--- config.mk ---
export PLATFORM = sky130hd
export DESIGN_NAME = alu_seq
export DESIGN_NICKNAME = d
export VERILOG_FILES = /design/src/rtl/alu_seq.sv
export SDC_FILE = /design/constraint.sdc
export NUM_CORES = 1
export LEC_CHECK = 0
export ABC_AREA = 1
export ABC_CLOCK_PERIOD_IN_PS = 2950
export CORE_MARGIN = 2
export CORE_UTILIZATION = 40
export CTS_BUF_LIST = sky130_fd_sc_hd__clkbuf_16
export DETAILED_ROUTE_END_ITERATION = 6
export DONT_BUFFER_PORTS = 1
export RECOVER_POWER = 100
export SLEW_MARGIN = 5
export SYNTH_ARGS = -nofsm -noshare
export SYNTH_HDL_FRONTEND = slang
export SYNTH_SLANG_ARGS = --single-unit
--- constraint.sdc ---
create_clock -name clk -period 2.95 [get_ports clk]
set_input_delay 0.4425 -clock clk [delete_from_list [all_inputs] [get_ports clk]]
set_output_delay 0.4425 -clock clk [all_outputs]
set_load 0.02 [all_outputs]
--- src/rtl/alu_seq.sv ---
// Sequential ALU: single-cycle add/sub/logic ops plus iterative shifts and shift-add
// multiply behind a start/ready/done handshake, with registered result and C/Z/S/V flags.
module alu_seq #(
  parameter int WIDTH = 16,
  parameter int SHW   = 4
) (
  input  logic             clk,
  input  logic             rst,
  input  logic             enable,
  input  logic             start,
  input  logic [4:0]       OPCODE,
  input  logic [WIDTH-1:0] in_a,
  input  logic [WIDTH-1:0] in_b,
  output logic             ready,
  output logic             done,
  output logic [WIDTH-1:0] out,
  output logic [WIDTH-1:0] out_hi,
  output logic             CFlag,
  output logic             ZeroFlag,
  output logic             SignFlag,
  output logic             VFlag,
  output logic             ill_op
);

  localparam int             MSB     = WIDTH - 1;
  localparam logic [WIDTH:0] ONE_W   = (WIDTH+1)'(1);
  localparam logic [SHW:0]   CNT_ONE = (SHW+1)'(1);
  localparam logic [SHW:0]   CNT_MUL = (SHW+1)'(WIDTH);

  typedef enum logic [4:0] {
    OP_ADD = 5'd0,  OP_ADC = 5'd1,  OP_SUB = 5'd2,  OP_INC = 5'd3,  OP_DEC = 5'd4,
    OP_AND = 5'd5,  OP_OR  = 5'd6,  OP_XOR = 5'd7,  OP_NOT = 5'd8,  OP_CMP = 5'd9,
    OP_SHL = 5'd10, OP_SHR = 5'd11, OP_SAR = 5'd12, OP_MUL = 5'd13
  } opcode_e;

  typedef enum logic [1:0] {S_IDLE, S_SHIFT, S_MUL} state_e;

  typedef struct packed {
    logic [WIDTH-1:0] r;
    logic             c;
    logic             v;
    logic             wr_out;
    logic             wr_c;
  } alu_res_t;

  state_e           state, state_nx;
  logic [SHW:0]     cnt;
  logic [4:0]       op_q;
  logic [WIDTH-1:0] acc_hi, acc_lo, mcand;
  logic [SHW-1:0]   shamt;
  logic             is_shift, legal, last;
  logic [WIDTH:0]   sum;
  alu_res_t         alu;
  logic [WIDTH-1:0] sh_nx;
  logic             sh_c;
  logic [WIDTH:0]   mul_sum;
  logic [WIDTH-1:0] mul_hi_nx, mul_lo_nx;

  assign shamt    = in_b[SHW-1:0];
  assign is_shift = (OPCODE == OP_SHL) || (OPCODE == OP_SHR) || (OPCODE == OP_SAR);
  assign legal    = (OPCODE <= OP_MUL);
  assign last     = (cnt == CNT_ONE);
  assign ready    = (state == S_IDLE);

  always_ff @(posedge clk) begin
    if (rst)         state <= S_IDLE;
    else if (enable) state <= state_nx;
  end

  always_comb begin
    state_nx = state;
    case (state)
      S_IDLE: if (start) begin
        if (is_shift && shamt != '0) state_nx = S_SHIFT;
        else if (OPCODE == OP_MUL)   state_nx = S_MUL;
      end
      S_SHIFT, S_MUL: if (last) state_nx = S_IDLE;
      default: state_nx = S_IDLE;
    endcase
  end

  // Single-cycle ops; arithmetic runs at WIDTH+1 so the top bit is carry/borrow.
  always_comb begin
    sum        = '0;
    alu.r      = out;
    alu.c      = CFlag;
    alu.v      = 1'b0;
    alu.wr_out = 1'b1;
    alu.wr_c   = 1'b0;
    case (OPCODE)
      OP_ADD: begin
        sum   = {1'b0, in_a} + {1'b0, in_b};
        alu.v = (in_a[MSB] == in_b[MSB]) && (sum[MSB] != in_a[MSB]);
      end
      OP_ADC: begin
        sum   = {1'b0, in_a} + {1'b0, in_b} + {{WIDTH{1'b0}}, CFlag};
        alu.v = (in_a[MSB] == in_b[MSB]) && (sum[MSB] != in_a[MSB]);
      end
      OP_SUB: begin
        sum   = {1'b0, in_a} - {1'b0, in_b};
        alu.v = (in_a[MSB] != in_b[MSB]) && (sum[MSB] != in_a[MSB]);
      end
      OP_INC: begin
        sum   = {1'b0, in_a} + ONE_W;
        alu.v = !in_a[MSB] && sum[MSB];
      end
      OP_DEC: begin
        sum   = {1'b0, in_a} - ONE_W;
        alu.v = in_a[MSB] && !sum[MSB];
      end
      OP_CMP: begin
        sum        = {1'b0, in_b} - {1'b0, in_a};
        alu.v      = (in_b[MSB] != in_a[MSB]) && (sum[MSB] != in_b[MSB]);
        alu.wr_out = 1'b0;
      end
      OP_AND: alu.r = in_a & in_b;
      OP_OR:  alu.r = in_a | in_b;
      OP_XOR: alu.r = in_a ^ in_b;
      OP_NOT: alu.r = ~in_a;
      OP_SHL, OP_SHR, OP_SAR: alu.r = in_a;  // zero shift amount only
      default: ;
    endcase
    if (OPCODE <= OP_DEC || OPCODE == OP_CMP) begin
      alu.wr_c = 1'b1;
      alu.r    = sum[MSB:0];
      alu.c    = sum[WIDTH];
    end
  end

  always_comb begin
    sh_nx = {acc_lo[MSB-1:0], 1'b0};
    sh_c  = acc_lo[MSB];
    if (op_q == OP_SHR) begin
      sh_nx = {1'b0, acc_lo[MSB:1]};
      sh_c  = acc_lo[0];
    end else if (op_q == OP_SAR) begin
      sh_nx = {acc_lo[MSB], acc_lo[MSB:1]};
      sh_c  = acc_lo[0];
    end
  end

  // Multiplier bits retire from acc_lo's bottom while product bits enter from the top.
  assign mul_sum   = {1'b0, acc_hi} + (acc_lo[0] ? {1'b0, mcand} : '0);
  assign mul_hi_nx = mul_sum[WIDTH:1];
  assign mul_lo_nx = {mul_sum[0], acc_lo[MSB:1]};

  always_ff @(posedge clk) begin
    if (rst) begin
      out      <= '0;
      out_hi   <= '0;
      CFlag    <= 1'b0;
      ZeroFlag <= 1'b0;
      SignFlag <= 1'b0;
      VFlag    <= 1'b0;
      done     <= 1'b0;
      ill_op   <= 1'b0;
      cnt      <= '0;
      op_q     <= '0;
      acc_hi   <= '0;
      acc_lo   <= '0;
      mcand    <= '0;
    end else if (enable) begin
      done   <= 1'b0;
      ill_op <= 1'b0;
      case (state)
        S_IDLE: if (start) begin
          op_q <= OPCODE;
          if (!legal) begin
            done   <= 1'b1;
            ill_op <= 1'b1;
          end else if (OPCODE == OP_MUL) begin
            acc_hi <= '0;
            acc_lo <= in_b;
            mcand  <= in_a;
            cnt    <= CNT_MUL;
          end else if (is_shift && shamt != '0) begin
            acc_lo <= in_a;
            cnt    <= {1'b0, shamt};
          end else begin
            done <= 1'b1;
            if (alu.wr_out) out   <= alu.r;
            if (alu.wr_c)   CFlag <= alu.c;
            ZeroFlag <= (alu.r == '0);
            SignFlag <= alu.r[MSB];
            VFlag    <= alu.v;
          end
        end
        S_SHIFT: begin
          acc_lo <= sh_nx;
          cnt    <= cnt - CNT_ONE;
          if (last) begin
            done     <= 1'b1;
            out      <= sh_nx;
            CFlag    <= sh_c;
            ZeroFlag <= (sh_nx == '0);
            SignFlag <= sh_nx[MSB];
            VFlag    <= 1'b0;
          end
        end
        S_MUL: begin
          acc_hi <= mul_hi_nx;
          acc_lo <= mul_lo_nx;
          cnt    <= cnt - CNT_ONE;
          if (last) begin
            done     <= 1'b1;
            out      <= mul_lo_nx;
            out_hi   <= mul_hi_nx;
            CFlag    <= |mul_hi_nx;
            VFlag    <= |mul_hi_nx;
            ZeroFlag <= (mul_lo_nx == '0);
            SignFlag <= mul_lo_nx[MSB];
          end
        end
        default: ;
      endcase
    end
  end

endmodule
# --- Word level (Yosys, flattened, before mapping) ---
# Cells that the tools add are included.
totals:
  output_inout_bits: 39
  input_bits: 41
  word_cells: 173
  reg_bits: 98
classes:
  bitwise: 4
  n_mux: 74
  n_lt_le_gt_ge: 2
  n_eq_ne: 37
  reduce_logical: 34
  add_sub_neg: 8
ops:
  columns: ["op", "n"]
  rows:
  - ["2-to-1 mux 16 bit", 17]
  - ["case mux 17 bit (6 select lines)", 1]
  - ["case mux 16 bit (3 select lines)", 2]
  - ["case mux 16 bit (5 select lines)", 1]
  - ["zero test 16 bit", 3]
  - ["== test 5 x 4 -> 1 bit (second input constant)", 8]
  - ["2-to-1 mux 1 bit", 35]
  - ["adder 16 x 16 -> 17 bit", 2]
  - ["subtractor 16 x 16 -> 17 bit", 2]
  - ["case mux 16 bit (2 select lines)", 1]
  - ["== test 5 x 3 -> 1 bit (second input constant)", 4]
  - ["2-to-1 mux 5 bit", 4]
  - ["AND reduction 5 bit", 4]
  - ["adder 16 x 1 -> 17 bit (second input constant)", 1]
  - ["adder 17 x 1 -> 17 bit", 1]
  - ["2-to-1 mux 17 bit", 1]
  - ["subtractor 16 x 1 -> 17 bit (second input constant)", 1]
  - ["AND 16 bit", 1]
  - ["NOT 16 bit", 1]
  - ["bitwise OR 16 bit", 1]
  - ["OR reduction 16 bit", 1]
  - ["bitwise XOR 16 bit", 1]
  - ["inequality test 2 bit (second input constant)", 6]
  - ["case mux 1 bit (3 select lines)", 4]
  - ["31 further kinds", 56]

# --- Longest topological paths before layout ---
logic_depth:
  ltp_word: 10
  ltp_mapped: 23

# --- Worst setup path before layout ---
# Ideal clock, no wire load.
synth_timing:
  path_kind: "register to register"
  start: "register acc_lo[0]"
  end: "register CFlag"
  t_arrival_ns: 2.903
  setup_slack_ns: -0.062
  path_stages_with_launch: 21
  required_ns: 2.841
  synth_period_minus_slack_ns: 3.012
  path_cell_list: "dfxtp_1 clkbuf_1 clkbuf_1 nand2_1 inv_1 ha_1 inv_1 fa_1 o21ai_0 nand4_1 nand3_1 nand2_1 nand2_1 xor2_1 nand2_1 nor2_1 nand3_1 nand3_1 nand3b_1 nand2_1 inv_1"
synth_via:
  elab_chain_len: 5
synth_lines:
  columns: ["item", "line_no", "source"]
  rows:
  - ["start, declared", "49", "logic [WIDTH-1:0] acc_hi, acc_lo, mcand;"]
  - ["start signal, assigned", "173", "acc_lo <= in_b;"]
  - ["start signal, assigned", "177", "acc_lo <= in_a;"]
  - ["start signal, assigned", "189", "acc_lo <= sh_nx;"]
  - ["2-to-1 mux 16 bit", "143", "assign mul_sum = {1'b0, acc_hi} + (acc_lo[0] ? {1'b0, mcand} : '0);"]
  - ["adder 16 x 16 -> 17 bit", "143", null]
  - ["OR reduction 16 bit", "208", "CFlag <= |mul_hi_nx;"]
  - ["2-to-1 mux 1 bit", "204", "if (last) begin"]
  - ["case mux 1 bit (3 select lines) *", "165", "case (state)"]
  - ["end signal, assigned", "182", "if (alu.wr_c) CFlag <= alu.c;"]
  - ["end signal, assigned", "208", null]
  - ["end, declared", "18", "output logic CFlag,"]
# Mark *: on every way between the ends. The rest lies on a longest branch, timed or not. The select of a mux whose other input is x is not followed.
# A chain may end at the register's enable or synchronous reset.

# --- Worst setup path after layout ---
layout_timing:
  start: "register acc_lo[0]"
  end: "register VFlag"
layout_via:
  elab_chain_len: 5
layout_lines:
  columns: ["item", "line_no", "source"]
  rows:
  - ["2-to-1 mux 16 bit", "143", null]
  - ["adder 16 x 16 -> 17 bit", "143", null]
  - ["OR reduction 16 bit", "209", "VFlag <= |mul_hi_nx;"]
  - ["2-to-1 mux 1 bit", "204", null]
  - ["case mux 1 bit (3 select lines)", "165", null]
  - ["end signal, assigned", "185", "VFlag <= alu.v;"]
  - ["end signal, assigned", "209", null]
  - ["end, declared", "21", "output logic VFlag,"]
# Every way passes these cells. The select of a mux whose other input is x is not followed.

==> PnR_summary.wiki <==
{| class="wikitable"
! Metric !! Value
|-
| Die span in x || 170 µm
|-
| Total via count after detailed routing || 13.0k
|-
| Number of filler cells placed in the layout || 2898
|-
| Clock Latency Late Sink || approximately 0.36 ns
|-
| CTS sink cnt || 98
|-
| Maximum vdd ir drop || 0.290 mV
|-
| Unique masters post-synth || 57
|-
| 1st-pass router iterations || 5
|-
| Maximum net fanout on the critical path || 16
|-
| Critical path required time || 3.20 ns
|-
| Clock Path Buffers || 2
|-
| Number of enable-type register cells in the synthesized netlist || 0
|-
| Routed vias/inst || 5.72
|-
| Diode count || 0
|-
| DRC Markers || 0
|-
| Hold buffer count at cts || 0
|-
| Initial drt markers || 1580
|-
| Dpl hpwl || 36700 µm
|-
| Comb pwr share || 34.4%
|-
| Final min period || 2.82 ns
|-
| Endpoint class of the critical path || register
|-
| Setup slack of the most critical reg-to-reg path || 0.13 ns
|-
| Mapped Cells || 1861
|-
| Core area || 27000 µm²
|-
| Worst setup path start || acc_lo[0]
|-
| Routability Congestion || 1.01
|-
| Total die area || approximately 29000 µm²
|-
| Primary flip-flop cell chosen by synthesis mapping || sky130_fd_sc_hd__dfxtp_1
|-
| Net Count, Synth || approximately 2.0k
|-
| Sum of internal, switching and leakage power || 4.16 mW
|-
| Number of nets in the final layout || 2062
|-
| Setup repair after global routing missed its margin || no
|-
| Detailed-route wire length || approximately 45000 µm
|-
| Switching portion of total power || between 30% and 40%
|-
| Max H-tree Level || 3
|-
| Worst EP arrival || 3.07 ns
|-
| Startpoint type of the worst setup path || register
|-
| Final design instance area without fill || around 12000 µm²
|-
| Number of nets with antenna violations after detailed routing || 0
|-
| Post-CTS clock slew at the launch and capture registers of the worst setup and hold paths || 0.08 ns
|-
| Worst Hold Slack || 0.150 ns
|-
| Power density over cell area || 336 nW/µm²
|-
| Sequential share of the synthesized area || between 10% and 20%
|-
| Worst Skew || 0.0100 ns
|-
| Inserted Clock Buffers || 9
|-
| GRT overflow || 0
|-
| Net switching power || 1.62 mW
|-
| Core Rows || 60
|-
| Transition at the pin with the smallest max-transition slack || 1.21 ns
|-
| I/O Pins || 80
|-
| Total GRT Usage || 31.4%
|-
| Avg Inst Size Synth || just under 6 µm²
|-
| Maximum number of pins on one net before global-route repair || 47
|-
| Final core occ || 45.9%
|-
| Synth-to-layout area growth || 12.5%
|-
| Initial Util || 40.8%
|-
| PnR worst setup slack || 0.135 ns
|-
| Port Buffers || 0
|-
| Die height || 170 µm
|-
| Clock tree from TritonCTS || built
|-
| Fin. Hold Viols || 0
|-
| HP Class || in2reg
|-
| Portion of total power attributed to the clock network || 30.9%
|-
| Kind of critical path || reg2reg
|-
| Standby leakage power || 5.99 nW
|-
| Slew Viols, Final || 0
|-
| Proportion of layout cells with a drive suffix above 1 || 11.0%
|-
| Start point of the worst hold path || rst
|-
| Run status || complete, no violations
|-
| Synthesis warning total || 0
|-
| Post-synth design cell area || 11000 µm²
|-
| Part of the cycle the worst path needs || 95.4%
|-
| Commonest non-fill, non-tap cell in the layout || sky130_fd_sc_hd__nand2_1
|-
| Wire length of the first global-routing pass || 69600 µm
|-
| Most frequent cells in the layout || 448 x sky130_fd_sc_hd__nand2_1, 238 x sky130_fd_sc_hd__inv_1, 165 x sky130_fd_sc_hd__o21ai_0
|-
| Worst Setup Slack post-DPL || -0.0442 ns
|-
| Master cell of the clock root buffer || sky130_fd_sc_hd__clkbuf_16
|-
| Via count of the first global-routing pass || approximately 12k
|-
| Antenna violations before repair || 2
|-
| Number of max-cap violations || 0
|-
| Startpoint of the worst register-to-register path || acc_lo[0]
|-
| Setup violations, final || 0
|-
| Area post-placement || 12000 µm²
|-
| Routed WL per cell || 19.9 µm
|-
| Sequential power share || 34.7%
|-
| Async SR Flop Fraction || 0%
|-
| Internal Power || 2.54 mW
|-
| Worst slew margin relative to its limit || 19.5%
|-
| Synth Register Bits || 98
|-
| Maximum achievable frequency || 355 MHz
|}
[critical path, stage by stage, from the launching register on]
cell,delay [ns]
sky130_fd_sc_hd__dfxtp_1,0.32
sky130_fd_sc_hd__buf_6,0.16
sky130_fd_sc_hd__nand2_1,0.07
sky130_fd_sc_hd__inv_1,0.05
sky130_fd_sc_hd__ha_1,0.33
sky130_fd_sc_hd__nand2_1,0.09
sky130_fd_sc_hd__o21a_1,0.20
sky130_fd_sc_hd__o21ai_0,0.18
sky130_fd_sc_hd__buf_4,0.17
sky130_fd_sc_hd__nand2_1,0.05
sky130_fd_sc_hd__nand2_1,0.12
sky130_fd_sc_hd__xor2_1,0.21
sky130_fd_sc_hd__nand4_1,0.10
sky130_fd_sc_hd__nor2_1,0.18
sky130_fd_sc_hd__nand3_1,0.16
sky130_fd_sc_hd__nand3_1,0.13
sky130_fd_sc_hd__nand2_1,0.06
sky130_fd_sc_hd__inv_1,0.06
sky130_fd_sc_hd__a21oi_1,0.07
[flip-flops by register name, summed over array words and instances, names as in the netlist]
signal	cells
ill_op	1
acc_hi	16
cnt	5
done	1
ZeroFlag	1
VFlag	1
op_q	5
out_hi	16
CFlag	1
out	16
mcand	16
acc_lo	16
SignFlag	1
state	2
[cell usage after synthesis (27+ instances only)]
cell	count	area, µm²
sky130_fd_sc_hd__inv_2	27	101
sky130_fd_sc_hd__nand4_1	33	206
sky130_fd_sc_hd__o21ai_0	166	831
sky130_fd_sc_hd__dfxtp_1	98	1960
sky130_fd_sc_hd__a21oi_1	129	646
sky130_fd_sc_hd__nand3_1	140	701
sky130_fd_sc_hd__nand2_1	448	1680
sky130_fd_sc_hd__inv_1	236	886
sky130_fd_sc_hd__nor2_1	160	601
sky130_fd_sc_hd__clkbuf_1	35	131
sky130_fd_sc_hd__a31oi_1	38	238
sky130_fd_sc_hd__ha_1	92	1150
[metal layers]
metal	routed length, µm	vias up	global-route usage, %
met4	1480	4	10.1
met5	23	-	0
met2	18600	625	47.1
met1	20200	5955	44.9
li1	-	6308	-
met3	4740	99	6.46
[cell families after synthesis]
family                   count (synthesis)  share of synthesized area (%)
AO/OA/AOI/OAI                          445                           22.9
XOR/XNOR                                20                           1.73
adder cells (fa/ha/maj)                 96                           11.2
buffers and inverters                  340                           12.0
flip-flops                              98                           17.9
AND/OR/NAND/NOR                        862                           34.3
[path summary, 6_finish.rpt]
| kind | endpoint | depth (start not counted) |
|---|---|---|
| worst max-delay path | VFlag | 18 |
| worst min-delay path | acc_hi[1] | 1 |
| worst max register to register | VFlag | 18 |
| worst min register to register | acc_hi[12] | 2 |
[power groups by stage]
stage / combinational [mW] / clock (mW) / sequential, mW
6_report: 1.43 / 1.28 / 1.44
3_5_place_dp: 1.39 / 0 / 1.47
5_1_grt: 1.58 / 1.35 / 1.45
2_1_floorplan: 0.906 / 0 / 1.45
4_1_cts: 1.39 / 1.31 / 1.44
3_3_place_gp: 1.39 / 0 / 1.47
[per-stage QoR]
stage               TNS, ns  cells
floorplan                 0   1861
global placement    -0.0208   2254
detailed placement  -0.0442   2254
CTS                       0   2270
global route              0   2271
finish                    0   2271
[area by class of cell]
cell class                 count  area (µm²)  area share [%]
clock inverter                 7        90.1           0.729
multi-input combinational   1423        7750            62.7
sequential                    98        1960            15.9
timing repair buffer         117         868            7.03
inverter                     276        1040            8.39
tap                          341         427            3.45
clock buffer                   9         225            1.82
[repair_timing]
action / in CTS / in global routing
buffers inserted: 0 / 1
endpoints found under the setup margin: 0 / 3
gates resized for setup: 0 / 12
(Power assumes the default switching activity.)
